**config.mk**
```make
export PLATFORM = sky130hd
export DESIGN_NAME = simple_rr_arbiter
export DESIGN_NICKNAME = d
export VERILOG_FILES = /design/src/rtl/simple_rr_arbiter.sv
export SDC_FILE = /design/constraint.sdc
export NUM_CORES = 1
export LEC_CHECK = 0
export BUFFER_PORTS_ARGS = -buffer_cell sky130_fd_sc_hd__buf_2
export CAP_MARGIN = 20
export CORE_MARGIN = 5
export CORE_UTILIZATION = 38
export CTS_CLUSTER_DIAMETER = 40
export DETAILED_ROUTE_END_ITERATION = 10
export PLACE_DENSITY_LB_ADDON = 0.05
export SETUP_SLACK_MARGIN = 0.15
export SLEW_MARGIN = 0
export SYNTH_ARGS = -nofsm -noshare
export SYNTH_HDL_FRONTEND = slang
export SYNTH_SLANG_ARGS = --single-unit
```
**constraint.sdc**
```tcl
create_clock -name clk -period 8.29 [get_ports clk]
set_input_delay 1.658 -clock clk [delete_from_list [all_inputs] [get_ports clk]]
set_output_delay 1.658 -clock clk [all_outputs]
set_load 0.01 [all_outputs]
```
**src/rtl/simple_rr_arbiter.sv**
```systemverilog
`default_nettype none
// ============================================================================
// Module   : simple_rr_arbiter
// Purpose  : N-requester round-robin arbiter with a registered one-hot grant.
//            Each cycle the first active request at or after the priority
//            pointer wins. The pointer then moves to the index just past the
//            winner, so every requester that holds its request is served
//            within N cycles.
// Ports    : clk    - rising-edge clock
//            rst    - synchronous reset, active low (asserted when 0)
//            req    - [N-1:0] request vector, bit i = requester i
//            grants - [N-1:0] registered one-hot grant, or all zeros
// Revision : 1.0 - initial release
// ============================================================================
module simple_rr_arbiter #(
  parameter int N = 8
) (
  input  logic         clk,
  input  logic         rst,
  input  logic [N-1:0] req,
  output logic [N-1:0] grants
);

  localparam int PW = (N > 2) ? $clog2(N) : 1;
  localparam logic [PW:0] c_n_ext = (PW + 1)'(N);
  localparam logic [PW-1:0] c_last = PW'(N - 1);

  logic [PW-1:0] r_ptr;
  logic [N-1:0]  r_grants;

  logic          w_found;
  logic [PW-1:0] w_win;
  logic [PW-1:0] w_ptr_nxt;
  logic [PW:0]   w_sum;
  logic [PW-1:0] w_idx;

  // Search req in rotated order ptr, ptr+1, ..., wrapping modulo N.
  // One extra bit on the sum keeps ptr+k from overflowing before the wrap.
  always_comb begin
    w_found = 1'b0;
    w_win   = '0;
    w_sum   = '0;
    w_idx   = '0;
    for (int k = 0; k < N; k++) begin
      w_sum = {1'b0, r_ptr} + (PW + 1)'(k);
      if (w_sum >= c_n_ext) begin
        w_sum = w_sum - c_n_ext;
      end
      w_idx = w_sum[PW-1:0];
      if (!w_found && req[w_idx]) begin
        w_found = 1'b1;
        w_win   = w_idx;
      end
    end
  end

  // Pointer moves just past the winner; the last index wraps back to 0.
  // Non-power-of-two N needs the explicit wrap, so no reliance on overflow.
  always_comb begin
    if (w_win == c_last) begin
      w_ptr_nxt = '0;
    end else begin
      w_ptr_nxt = w_win + PW'(1);
    end
  end

  always_ff @(posedge clk) begin
    if (!rst) begin
      r_ptr    <= '0;
      r_grants <= '0;
    end else if (w_found) begin
      r_ptr    <= w_ptr_nxt;
      r_grants <= N'(1) << w_win;
    end else begin
      // No requesters: drop the grant but keep the rotation position.
      r_grants <= '0;
    end
  end

  assign grants = r_grants;

endmodule
`default_nettype wire

```
==> impl_metrics.py, run 1 <==
metrics = {
    "clock_network": {
        "ctsResizeCount": 0,
        "clkLatencyLatePin_ps": 230,
        "clk_pin_slew_worst_paths_ps": 50,
        "cts_buffer_depth": 2,
        "cts_tree": "built",
        "cts.htree.levels": 1,
        "postCtsSetupBuffers": 0,
        "numCtsBuffers": 3,
        "root_buffer": "clkbuf_8",
        "ctsHoldBuffers": 0,
        "clock_sinks": 11,
    },
    "drt": {
        "wl_per_cell_um": 19.2,
        "drt_iter0_drc": 111,
        "drt-total-wl_mm": 4.36,
        "firstDrtPassIters": 4,
        "drcViolationCount": 0,
        "vias_per_cell": 6.41,
        "ant_nets": 0,
        "vias": 1454,
    },
    "sta": {
        "hold_violations": 0,
        "fin_crit_sh": 0.573,
        "rsz0062_at_grt": "no",
        "maxSlewHeadroom": 0.309,
        "skew_ps": 0.967,
        "max_freq_mhz": 210,
        "worst_slew_pin_slew_ps": 1040,
        "period_minus_slack_ps": 4750,
        "slew_violations": 0,
        "tns_ps": 0,
        "setup_viol": 0,
    },
    "run_status": {
        "status": "finished, final reports clean",
    },
    "grt": {
        "grt_max_degree": 26,
        "grt_first_pass_wirelength_mm": 7.36,
        "overflow": 0,
        "grt_pass1_vias": 1437,
        "grt_antenna_before_repair": 0,
        "grt_usage": 0.151,
    },
    "worst_setup_path": {
        "cp_max_fo": 25,
        "worstPathArrival_ps": 4860,
        "critical_path_class": "register to register",
        "worst_setup_path_start_kind": "register",
        "worstSetupEndpointType": "register",
        "required_ps": 8400,
    },
    "floorplanning": {
        "design.die.area_mm2": 0.00581,
        "start_util": 0.388,
        "fp.coreArea_mm2": 0.00429,
        "die_w_um": 76.2,
        "rows": 24,
        "io_pins": 18,
        "die_h_um": 76.2,
    },
    "synth": {
        "yosys.area.top_type_share": 0.189,
        "synth.avg_cell_area_um2": 9.85,
        "syn-instance-count": 169,
        "yosys_warnings": 0,
        "yosysSeqAreaShare": 0.132,
        "synth_nets": 186,
        "synth.ff_latch_count": 11,
        "synth_flop_cell": "dfxtp_1",
        "synth_top_cell_by_area": "mux4_2",
        "ys_top_cells_by_count": "mux2i_1 (17), mux4_2 (14), dfxtp_1 (11)",
        "async_flop_share": 0,
        "yosysMostFrequentCell": "mux2i_1",
        "synth.area.top_cells": "mux4_2 (19%), dfxtp_1 (13%), mux2i_1 (10%)",
        "syn_area_mm2": 0.00167,
        "ys_types": 52,
        "synth_edf_count": 0,
    },
    "final_layout": {
        "post-route-util": 0.413,
        "drive_gt1_frac": 0.263,
        "stdcell_area_mm2": 0.00177,
        "antenna_cells": 0,
        "synthToLayoutAreaGrowth_pct": 6.54,
        "final_nets": 193,
    },
    "placed_design": {
        "post-dp-hpwl_mm": 3.37,
        "port_buffers": 17,
        "gp_congestion": 0.833,
        "postPlaceCellArea_mm2": 0.00173,
    },
    "power": {
        "p_leak_nw": 0.696,
        "vdd_ir_drop_max_mv": 0.130,
        "p_per_area_mw_per_mm2": 440,
        "total_power_mw": 0.780,
    },
    "min_path": {
        "min_path_type": "register to register",
    },
    "job": {
        "maxCapViolations": 0,
    },
}
==> area by class of cell <==
type,count,area (um2)
multi-input cells,136,1330
flip-flops and latches,11,220
fillers,420,2520
well taps,52,65.1
repair buffers,18,92.6
inverters,6,22.5
clock buffers,4,45.0
==> worst max-delay path, cell delays in order (launching register included) <==
cell and delay, ps:
dfxtp_1 300, buf_4 290, clkinv_1 350, ha_1 1100
mux4_2 710, mux2_2 340, or2_2 300, o41a_1 150
and2_1 190, a22oi_1 210, ha_1 220, ha_1 200
nand3b_1 140, a21oi_1 110
==> worst paths after layout <==
check,from,endpoint,slack [ps],cells after the start
worst min-delay path,r_ptr[0],r_ptr[0],770,3
worst max-delay path,r_ptr[0],r_ptr[1],3540,13
worst min register to register,r_ptr[0],r_ptr[0],770,3
worst max register to register,r_ptr[0],r_ptr[1],3540,13
==> power by group <==
part / switching [mW] / total, mW / internal (mW) / leakage [nW]
clock: 0.0199 / 0.0537 / 0.0338 / 0.0228
combinational: 0.340 / 0.635 / 0.295 / 0.584
sequential: 0.0203 / 0.0917 / 0.0714 / 0.0900
==> through the flow <==
step | instances | setup WS (ps) | hold WS, ps
finish | 227 | 3540 | 766
detailed placement | 223 | 3480 | 758
global route | 227 | 3170 | 813
CTS | 227 | 3480 | 766
floorplan | 169 | 4180 | 826
global placement | 223 | 3570 | 766
==> sequential cells by signal (all words and copies together) (netlist names) <==
register,cells
grants,8
r_ptr,3
==> metal layers <==
| layer | track usage | part of all wire | up-vias |
|---|---|---|---|
| li1 | - | - | 683 |
| met4 | 0.0420 | 0.012 | 0 |
| met1 | 0.196 | 0.43 | 710 |
| met2 | 0.248 | 0.49 | 55 |
| met3 | 0.0355 | 0.073 | 6 |
| met5 | 0 | 0 | - |
==> cells in the final DEF, fill, tap and decap left out, types with 4 or more instances in the layout <==
cell | synthesis | routed
a21oi_1 | 8 | 8
mux4_2 | 14 | 14
nand4_1 | 4 | 4
buf_2 | 3 | 17
a22oi_1 | 4 | 4
nor2_1 | 4 | 4
nand2_1 | 7 | 7
nor3_1 | 6 | 6
nand3_1 | 6 | 6
o211ai_1 | 4 | 4
inv_1 | 5 | 5
dfxtp_1 | 11 | 11
nand2b_1 | 4 | 4
mux2_2 | 7 | 7
mux2i_1 | 17 | 17
ha_1 | 7 | 7
==> kinds of logic after synthesis <==
kind of cell               after synthesis  synth area share
muxes                                   43             0.413
DFF                                     11             0.132
adders and majority gates                7            0.0526
xor gates and xnor gates                 3            0.0158
buffers and inverters                   22            0.0699
AOI/OAI and AO/OA                       35             0.153
and+or+nand+nor                         48             0.164
Power figures use the tool's default switching activity.
==> inputs of run 2 (changes only) <==
Settings changed: ABC_AREA set to 1.
Clock period 8.29 ns to 4.3 ns, I/O delays scaled along.
==> impl_metrics.py, run 2 <==
metrics = {
    "floorplanning": {
        "die_w_um": 66.3,
        "design.die.area_mm2": 0.00440,
        "start_util": 0.395,
        "fp.coreArea_mm2": 0.00305,
        "io_pins": 18,
        "die_h_um": 66.3,
        "rows": 20,
    },
    "final_layout": {
        "synthToLayoutAreaGrowth_pct": 10.7,
        "drive_gt1_frac": 0.265,
        "final_common_cell": "nand2_1",
        "fillers": 328,
        "multiInputGateArea_um2": 846,
        "seq_area_um2": 220,
        "largest_reg_flops": 8,
        "antenna_cells": 0,
        "final_cell_mix": "nand2_1 (48), nand3_1 (22), inv_1 (20)",
        "final_nets": 214,
    },
    "worst_setup_path": {
        "timing.rr.start": "r_ptr[1]",
        "cp_max_fo": 12,
        "r2r_end": "r_ptr[2]",
        "crit_path_end": "r_ptr[2]",
        "worstSetupEndpointType": "register",
        "rrSetupSlack_ps": 810,
        "crit_path_start": "r_ptr[1]",
        "critical_path_class": "register to register",
        "worst_setup_path_start_kind": "register",
        "r2r_cells": 17,
        "worstPathArrival_ps": 3640,
        "required_ps": 4450,
    },
    "sta": {
        "slew_violations": 0,
        "tns_ps": 0,
        "fin_crit_sh": 0.811,
        "skew_ps": 1.73,
        "worst_slew_pin_slew_ps": 550,
        "maxSlewHeadroom": 0.633,
        "setup_viol": 0,
        "rsz0062_at_grt": "no",
        "max_freq_mhz": 287,
        "period_minus_slack_ps": 3490,
        "hold_violations": 0,
    },
    "job": {
        "maxCapViolations": 0,
    },
    "synth": {
        "ys_types": 31,
        "syn-instance-count": 178,
        "synth.ff_latch_count": 11,
        "synth_flop_cell": "dfxtp_1",
        "yosys.area.top_type_share": 0.183,
        "synth_top_cell_by_area": "dfxtp_1",
        "synth_nets": 195,
        "yosysSeqAreaShare": 0.183,
        "synth.avg_cell_area_um2": 6.78,
        "ys_top_cells_by_count": "nand2_1 (48), nand3_1 (22), inv_1 (20)",
        "synth.area.top_cells": "dfxtp_1 (18%), nand2_1 (15%), nand3_1 (9.1%)",
        "yosys_warnings": 0,
        "syn_area_mm2": 0.00121,
        "yosysMostFrequentCell": "nand2_1",
        "synth_edf_count": 0,
        "async_flop_share": 0,
    },
    "drt": {
        "vias": 1129,
        "drt_iter0_drc": 33,
        "drt-total-wl_mm": 2.67,
        "ant_nets": 0,
        "drcViolationCount": 0,
        "firstDrtPassIters": 4,
        "wl_per_cell_um": 11.1,
        "vias_per_cell": 4.70,
    },
    "clock_network": {
        "clk_pin_slew_worst_paths_ps": 60,
        "cts.htree.levels": 1,
        "ctsHoldBuffers": 0,
        "cts_tree": "built",
        "numCtsBuffers": 3,
        "ctsResizeCount": 0,
        "clock_sinks": 11,
        "clkLatencyLatePin_ps": 260,
        "root_buffer": "clkbuf_4",
        "cts_buffer_depth": 2,
        "postCtsSetupBuffers": 0,
    },
    "min_path": {
        "worstHoldPathCells": 3,
        "min_path_type": "register to register",
    },
    "grt": {
        "overflow": 0,
        "grt_usage": 0.130,
        "grt_pass1_vias": 1028,
        "grt_max_degree": 13,
        "grt_first_pass_wirelength_mm": 4.50,
        "grt_antenna_before_repair": 0,
    },
    "placed_design": {
        "port_buffers": 17,
        "post-dp-hpwl_mm": 2.30,
        "gp_congestion": 0.852,
    },
    "run_status": {
        "status": "finished, final reports clean",
    },
}
-- run 2: per-stage QoR --
step | instance area (um2) | std cells | util | hold WS [ps] | setup WS (ps)
after global placement | 1310 | 236 | 0.429 | 626 | 857
after CTS | 1340 | 240 | 0.437 | 649 | 800
after floorplan | 1210 | 178 | - | 602 | 1560
after detailed placement | 1310 | 236 | 0.429 | 638 | 829
after global routing | 1340 | 240 | 0.437 | 684 | 458
final | 1340 | 240 | 0.437 | 638 | 812
-- run 2: cell type report --
| cell class | instances | share of cell area |
|---|---|---|
| inverter | 25 | 0.0712 |
| clock buffer | 4 | 0.0197 |
| timing repair buffer | 18 | 0.0694 |
| sequential | 11 | 0.165 |
| multi-input combinational | 138 | 0.634 |
| tap | 44 | 0.0412 |
-- run 2: logic make-up (layout without fill, tap and decap cells) --
group	after synthesis	in the layout	share of synthesized area
flops	11	11	0.183
compound gates	17	17	0.0851
xor+xnor	4	4	0.0539
buf+inv	29	47	0.116
fa+ha+maj	7	7	0.0726
simple gates	110	110	0.490
-- run 2: worst min-delay path by stage --
stage,start,slack [ps],to
after floorplan,r_ptr[1],600,r_ptr[1]
after global placement,r_ptr[0],630,r_ptr[0]
after detailed placement,r_ptr[0],640,r_ptr[0]
after CTS,r_ptr[0],650,r_ptr[0]
after global routing,r_ptr[0],680,r_ptr[0]
final,r_ptr[0],640,r_ptr[0]
-- run 2: per-layer routing --
metal,track usage,up-vias,routed length [um]
met5,0,-,0
met4,0.00761,0,15
met1,0.186,499,1370
met3,0.0357,2,108
li1,-,610,-
met2,0.201,18,1180
-- run 2: worst max-delay path, cell delays in order, from the launching register on --
cell     delay, ps
dfxtp_1        640
inv_1          210
ha_1           450
inv_1          180
nand3_2        120
nand2_1         90
nand2_1         50
nand2_1        150
nor2_1          80
a22oi_1        130
o21ai_0        100
o22ai_1        140
nand2_1         90
o21a_1         190
ha_1           220
ha_1           290
o21ai_0        180
a21oi_1         60
Power of run 2 is left out: the tool's default activity adds up to more than one toggle a clock period on the data nets, which glitch-free logic cannot reach.
==> inputs of run 3 (changes only) <==
Clock period 4.3 ns to 2.8 ns, I/O delays scaled along.
==> impl_metrics.py, run 3 (same netlist as run 2, synthesis figures left out) <==
metrics = {
    "worst_setup_path": {
        "r2r_cells": 22,
        "rrSetupSlack_ps": 210,
        "crit_path_end": "r_ptr[0]",
        "worst_setup_path_start_kind": "register",
        "crit_path_start": "r_ptr[1]",
        "critical_path_buf_inv_count": 7,
        "crit_chain": "inv_2 -> ha_4 -> inv_6 -> nand3_4 -> nand2_2 -> nand2_2 -> nand2_2 -> buf_4 -> buf_4 -> a31oi_1 -> nand2_1 -> inv_1 -> nand2_1 -> nand3_2 -> nand2_2 -> ha_4 -> ha_4 -> inv_2 -> nand2_2 -> inv_2 -> nand3_2 -> a21oi_1",
        "cpPeakStageDelay_ps": 380,
        "crit_family": "simple AND/OR/NAND/NOR gates",
        "required_ps": 2990,
        "worstPathArrival_ps": 2780,
        "cp_num_cells": 22,
        "cp_max_fo": 6,
        "r2r_end": "r_ptr[0]",
        "timing.rr.start": "r_ptr[1]",
        "critical_path_class": "register to register",
        "cpMaxStageDelayCell": "dfxtp_4",
        "worstSetupEndpointType": "register",
        "cp_common_cell": "nand2_2",
    },
    "sta": {
        "worst_slew_pin_slew_ps": 349,
        "slew_violations": 0,
        "maxSlewHeadroom": 0.767,
        "rsz0062_at_grt": "yes",
        "period_minus_slack_ps": 2590,
        "skew_ps": 2.88,
        "fin_ws_ps": 213,
        "timing.hold.ws_ps": 520,
        "fin_crit_sh": 0.924,
        "hold_violations": 0,
        "max_freq_mhz": 387,
        "setup_viol": 0,
    },
    "job": {
        "maxCapViolations": 0,
    },
    "drt": {
        "drt_iter0_drc": 70,
        "wl_per_cell_um": 11.9,
        "drcViolationCount": 0,
        "vias_per_cell": 4.75,
        "drt-total-wl_mm": 3.11,
        "vias": 1234,
        "firstDrtPassIters": 4,
        "ant_nets": 0,
    },
    "clock_network": {
        "clock_sinks": 11,
        "cts_buffer_depth": 2,
        "clk_pin_slew_worst_paths_ps": 70,
        "numCtsBuffers": 3,
        "cts.htree.levels": 1,
        "root_buffer": "clkbuf_4",
        "clkLatencyLatePin_ps": 260,
        "ctsHoldBuffers": 0,
        "cts_tree": "built",
    },
    "final_layout": {
        "finalNonFillerCells": 260,
        "final_cell_mix": "nand2_1 (38), buf_4 (21), buf_2 (17)",
        "synthToLayoutAreaGrowth_pct": 36.8,
        "drive_gt1_frac": 0.468,
        "final_nets": 234,
        "antenna_cells": 0,
        "stdcell_area_mm2": 0.00165,
        "largest_reg_flops": 8,
        "final_common_cell": "nand2_1",
    },
    "placed_design": {
        "gp_congestion": 0.835,
        "pre_cts_ws_ps": -85.9,
        "port_buffers": 17,
        "placed_cells": 247,
        "post-dp-hpwl_mm": 2.46,
        "postPlaceCellArea_mm2": 0.00140,
    },
    "floorplanning": {
        "fp.coreArea_mm2": 0.00305,
        "start_util": 0.395,
        "io_pins": 18,
        "die_w_um": 66.3,
        "die_h_um": 66.3,
        "design.die.area_mm2": 0.00440,
        "rows": 20,
    },
    "grt": {
        "grt_antenna_before_repair": 0,
        "overflow": 0,
        "grt_first_pass_wirelength_mm": 5.24,
        "grt_max_degree": 10,
        "grt_usage": 0.152,
        "grt_pass1_vias": 1175,
    },
    "min_path": {
        "min_path_type": "register to register",
    },
    "run_status": {
        "status": "finished, final reports clean",
    },
}
## run 3: per-stage QoR
stage	util	setup TNS [ps]
global placement	0.460	0
global route	0.541	0
CTS	0.491	0
floorplan	-	0
finish	0.541	0
detailed placement	0.460	-185
## run 3: tightest hold or removal path, stage by stage, from the launching register on
cell and delay (ps):
dfxtp_4 370, nand2_1 60, a21oi_1 50
## run 3: worst min-delay path by stage
stage | depth (start not counted) | endpoint | start
2_1_floorplan | 3 | r_ptr[1] | r_ptr[1]
3_3_place_gp | 2 | r_ptr[0] | r_ptr[0]
3_5_place_dp | 2 | r_ptr[1] | r_ptr[1]
4_1_cts | 2 | r_ptr[0] | r_ptr[0]
5_1_grt | 2 | r_ptr[0] | r_ptr[0]
6_report | 2 | r_ptr[0] | r_ptr[0]
## run 3: area by class of cell
type / count / area, um2
multi-input cells: 138 / 996
flip-flops and latches: 11 / 228
fillers: 328 / 1400
clock buffers: 4 / 26.3
well taps: 44 / 55.1
repair buffers: 38 / 243
inverters: 25 / 103
## run 3: layer usage
layer,vias up,global-route usage,routed length (um)
met2,25,0.240,1410
met3,2,0.0357,147
li1,653,-,-
met1,554,0.213,1530
met5,-,0,0
met4,0,0.0228,12
## run 3: repair_timing
action                     CTS  global route
pin swaps                    4            15
gates cloned                 0             0
buffers inserted             5             4
gates resized for setup      9            30
setup endpoints to repair    3             4
Power of run 3 is left out for the same reason.
